==> config.mk <==
export PLATFORM = sky130hd
export DESIGN_NAME = hazard_ctrl
export DESIGN_NICKNAME = d
export VERILOG_FILES = /design/src/rtl/hazard_ctrl.sv
export SDC_FILE = /design/constraint.sdc
export NUM_CORES = 1
export LEC_CHECK = 0
export CORE_UTILIZATION = 36
export DETAILED_ROUTE_END_ITERATION = 7
export GPL_TIMING_DRIVEN = 0
export PLACE_DENSITY = 0.85
export SKIP_CTS_REPAIR_TIMING = 1
export SYNTH_ARGS = -nofsm -noshare
export SYNTH_HDL_FRONTEND = slang
export SYNTH_SLANG_ARGS = --single-unit
export TNS_END_PERCENT = 30
==> constraint.sdc <==
create_clock -name clk -period 3.45 [get_ports clk]
set_input_delay 0.69 -clock clk [delete_from_list [all_inputs] [get_ports clk]]
set_output_delay 0.69 -clock clk [all_outputs]
set_load 0.02 [all_outputs]
==> src/rtl/hazard_ctrl.sv <==
// Decode-stage pipeline sequencer: load-use bubbles, wrong-path flushes and memory-busy freeze.
// Optional perf counters (stall_cnt, flush_cnt) are built only when HAZ_PERF_CNT_EN is defined.
module hazard_ctrl #(
    parameter int unsigned STALL_CYCLES = 1,
    parameter int unsigned CNT_W        = 16
) (
    input  logic             clk,
    input  logic             rst_n,
    input  logic [4:0]       rs,
    input  logic [4:0]       rt,
    input  logic             uses_rt,
    input  logic             jump_2,
    input  logic             memRead_3,
    input  logic [4:0]       rt_3,
    input  logic             branch_taken_3,
    input  logic             mem_busy,
    output logic             pc_write,
    output logic             ifid_write,
    output logic             ifid_flush,
    output logic             idex_write,
    output logic             idex_flush,
    output logic [CNT_W-1:0] stall_cnt,
    output logic [CNT_W-1:0] flush_cnt
);

    localparam int unsigned BUB_W = 3;
    localparam logic [1:0] ST_RUN    = 2'd0;
    localparam logic [1:0] ST_STALL  = 2'd1;
    localparam logic [1:0] ST_FREEZE = 2'd2;

    logic [1:0]       state, state_nxt;
    logic [1:0]       saved, saved_nxt;
    logic [BUB_W-1:0] bub_cnt, bub_nxt;
    logic [1:0]       eff_state;
    logic             hit;

    // FREEZE is transparent once mem_busy drops: the held state acts in that same cycle
    assign eff_state = (state == ST_FREEZE) ? saved : state;

    assign hit = memRead_3 && (rt_3 != 5'd0) &&
                 ((rt_3 == rs) || (uses_rt && (rt_3 == rt)));

    always_ff @(posedge clk or negedge rst_n) begin
        if (!rst_n) begin
            state   <= ST_RUN;
            saved   <= ST_RUN;
            bub_cnt <= '0;
        end else begin
            state   <= state_nxt;
            saved   <= saved_nxt;
            bub_cnt <= bub_nxt;
        end
    end

    // Next state and pipeline controls, in priority order
    always_comb begin
        state_nxt  = eff_state;
        saved_nxt  = saved;
        bub_nxt    = bub_cnt;
        pc_write   = 1'b1;
        ifid_write = 1'b1;
        ifid_flush = 1'b0;
        idex_write = 1'b1;
        idex_flush = 1'b0;

        if (mem_busy) begin
            pc_write   = 1'b0;
            ifid_write = 1'b0;
            idex_write = 1'b0;
            state_nxt  = ST_FREEZE;
            saved_nxt  = eff_state;
        end else if (branch_taken_3) begin
            ifid_flush = 1'b1;
            idex_flush = 1'b1;
            state_nxt  = ST_RUN;
            bub_nxt    = '0;
        end else if (eff_state == ST_STALL) begin
            pc_write   = 1'b0;
            ifid_write = 1'b0;
            idex_flush = 1'b1;
            bub_nxt    = bub_cnt - BUB_W'(1);
            if (bub_cnt <= BUB_W'(1)) begin
                state_nxt = ST_RUN;
            end
        end else if (hit) begin
            pc_write   = 1'b0;
            ifid_write = 1'b0;
            idex_flush = 1'b1;
            if (STALL_CYCLES > 1) begin
                state_nxt = ST_STALL;
                bub_nxt   = BUB_W'(STALL_CYCLES - 1);
            end
        end else if (jump_2) begin
            ifid_flush = 1'b1;
        end

        // Reset holds the pipe closed and flushes both stage registers
        if (!rst_n) begin
            pc_write   = 1'b0;
            ifid_write = 1'b0;
            idex_write = 1'b0;
            ifid_flush = 1'b1;
            idex_flush = 1'b1;
        end
    end

`ifdef HAZ_PERF_CNT_EN
    logic bubble_ev;
    logic flush_ev;

    // A bubble is idex_flush without ifid_flush; a flush event redirects the PC
    assign bubble_ev = idex_flush && !ifid_flush;
    assign flush_ev  = ifid_flush && pc_write;

    always_ff @(posedge clk or negedge rst_n) begin
        if (!rst_n) begin
            stall_cnt <= '0;
            flush_cnt <= '0;
        end else begin
            if (bubble_ev && (stall_cnt != {CNT_W{1'b1}})) begin
                stall_cnt <= stall_cnt + CNT_W'(1);
            end
            if (flush_ev && (flush_cnt != {CNT_W{1'b1}})) begin
                flush_cnt <= flush_cnt + CNT_W'(1);
            end
        end
    end
`else
    assign stall_cnt = '0;
    assign flush_cnt = '0;
`endif

endmodule

==> impl_metrics.json <==
{
  "status": "completed",
  "fin_cells": 186,
  "hp-class": "register to register",
  "avgSynthCellArea_sq_um": 7.81,
  "skew_ps": 7.08,
  "cts_buffers": 3,
  "post-route-period-util_pct": 95.1,
  "first_pass_iters": 4,
  "final_util_pct": 61.6,
  "crit_chain": "clkdlybuf4s50_1 > or4_1 > o21ai_1 > a21oi_2 > o41ai_2 > buf_4 > dlymetal6s2s_1",
  "syn_area_sq_um": 773,
  "ctsHtreeMaxLevel": 1,
  "vias_per_cell": 4.01,
  "cap_violations": 0,
  "cp.arrival_ps": 2590,
  "clock_latency_ps": 260,
  "critPathTopFamily": "buffers and inverters",
  "worst_setup_path_end_kind": "primary output",
  "grt_pass1_wl_mm": 2.57,
  "cp.required_ps": 2760,
  "powerDensity_nw_per_um2": 234,
  "dieArea_sq_um": 2340,
  "avgRoutedWirePerCell_um": 9.08,
  "fill_cells": 178,
  "start_util_pct": 39.0,
  "ys_ff_latch": 7,
  "cts_tree": "built",
  "regArea_sq_um": 175,
  "hpwl_mm": 1.44,
  "grt_pass1_vias": 665,
  "fmax_mhz": 305,
  "area_growth_pct": 57.9,
  "design_power_total_uw": 286,
  "slowest_delay_ps": 550,
  "routabilityCongestion": 0.719,
  "place_inst": 182,
  "clockBufferDepth": 2,
  "gr-total-overflow": 0,
  "vias": 746,
  "postRouteAntennaNets": 0,
  "path_buf_inv": 3,
  "cp_max_fo": 3,
  "port_buffers": 25,
  "fin_crit_ps": 3280,
  "hold_viol": 0,
  "fin_nets": 184,
  "rows": 16,
  "drc": 0,
  "syn-instance-count": 99,
  "rsz0062_at_grt": "false",
  "first_iter_violations": 5,
  "ir_worst_vdd_uv": 155,
  "antenna_cells": 0,
  "clk_pin_slew_ps": 50,
  "setup_viol": 0,
  "grt_usage_pct": 14.6,
  "ys_seq_area_share_pct": 22.7,
  "leakage_nw": 0.661,
  "clk_root_buffer_cell": "clkbuf_4",
  "slowest_stage": "or4_1",
  "cts.sink_count": 7,
  "yosysWarnings": 0,
  "multi_input_area_sq_um": 448,
  "coreArea_sq_um": 1980,
  "startpoint_type": "input pin",
  "pin_count": 59,
  "crit_type": "input pin to primary output",
  "antenna_found_initial": 0,
  "die_w_um": 48.3,
  "grt_start_max_net_pins": 11,
  "yosys.cell_types.count": 23,
  "drive_gt1_share_pct": 23.9,
  "rrSetupSlack_ps": 2030,
  "die_h_um": 48.3,
  "drv_slew": 0,
  "wl_mm": 1.69
}
[state kept, by name, indices dropped and copies added (netlist names)]
name	count
saved	2
bub_cnt	3
state	2
[stage by stage]
step	cell area [sq um]	hold WS, ps	setup slack (ps)	setup TNS, ps
after floorplan	890	394	285	0
after global placement	1170	467	-245	-480
after detailed placement	1170	480	-315	-724
after CTS	1200	491	-306	-701
after global routing	1220	530	121	0
final	1220	492	167	0
[power by group]
group	total [mW]	switching [mW]	internal, mW
combinational	0.127	0.0646	0.0625
clock	0.0752	0.0310	0.0442
sequential	0.0837	0.000660	0.0830
[per-layer routing]
layer	up-vias	track usage (%)	share of wire (%)	wire, um
met5	-	0	0	0
met4	0	5.88	1.5	25
met3	5	5.97	8.3	140
met2	36	28.9	56	952
met1	321	12.7	34	571
li1	384	-	-	-
[placed cells by master (no fill, tap or decap), types with 2 or more instances in the layout]
cell / instances
a21oi_1: 5
buf_4: 33
clkbuf_1: 3
clkbuf_4: 3
clkdlybuf4s50_1: 21
conb_1: 32
dfrtp_1: 7
dlymetal6s2s_1: 4
ha_1: 2
inv_1: 6
nand2_1: 7
nand3_1: 3
nor2_1: 5
o21ai_0: 6
xnor2_1: 3
xor2_1: 7
[cell type report]
class | instances | share of cell area (%)
Tap cell | 27 | 2.77
Buffer | 35 | 20.9
Multi-Input combinational cell | 82 | 36.7
Clock buffer | 4 | 2.15
Timing Repair Buffer | 25 | 21.3
Sequential cell | 7 | 14.3
Inverter | 6 | 1.84
[path summary, 6_finish.rpt]
check / start / end / cells past startpoint
max: rt_3[1] / pc_write / 7
min: bub_cnt[2]$_DFFE_PN0P_ / bub_cnt[2]$_DFFE_PN0P_ / 1
max reg2reg: state[1]$_DFF_PN0_ / state[0]$_DFF_PN0_ / 3
min reg2reg: bub_cnt[2]$_DFFE_PN0P_ / bub_cnt[2]$_DFFE_PN0P_ / 1
max in group asynchronous: rst_n / bub_cnt[1]$_DFFE_PN0P_ / 1
min in group asynchronous: rst_n / state[1]$_DFF_PN0_ / 1
[synth_stat cells]
cell,n,area [sq um]
xnor2_1,3,26.3
clkbuf_1,2,7.51
nand2_1,7,26.3
o21ai_1,1,5.00
nor4_1,1,6.26
or4_1,1,7.51
inv_1,6,22.5
dfrtp_1,7,175
nor2_1,5,18.8
o41ai_1,2,17.5
o31ai_1,1,7.51
conb_1,1,3.75
nand3_1,3,15.0
xor2_1,7,61.3
a22o_1,1,8.76
a21oi_1,6,30.0
o41a_1,1,11.3
and2_1,1,6.26
a2111oi_0,1,8.76
o21ai_0,6,30.0
buf_4,33,248
ha_1,2,25.0
nor3_1,1,5.00
[kinds of logic after synthesis]
group           after synthesis  synth area share [%]
flops                         7                  22.7
xor+xnor                     10                  11.3
fa+ha+maj                     2                  3.24
other cells                   1                 0.485
simple gates                 19                  11.0
compound gates               19                  15.4
buf+inv                      41                  35.9
No activity file was read; power rests on OpenSTA's default activity.
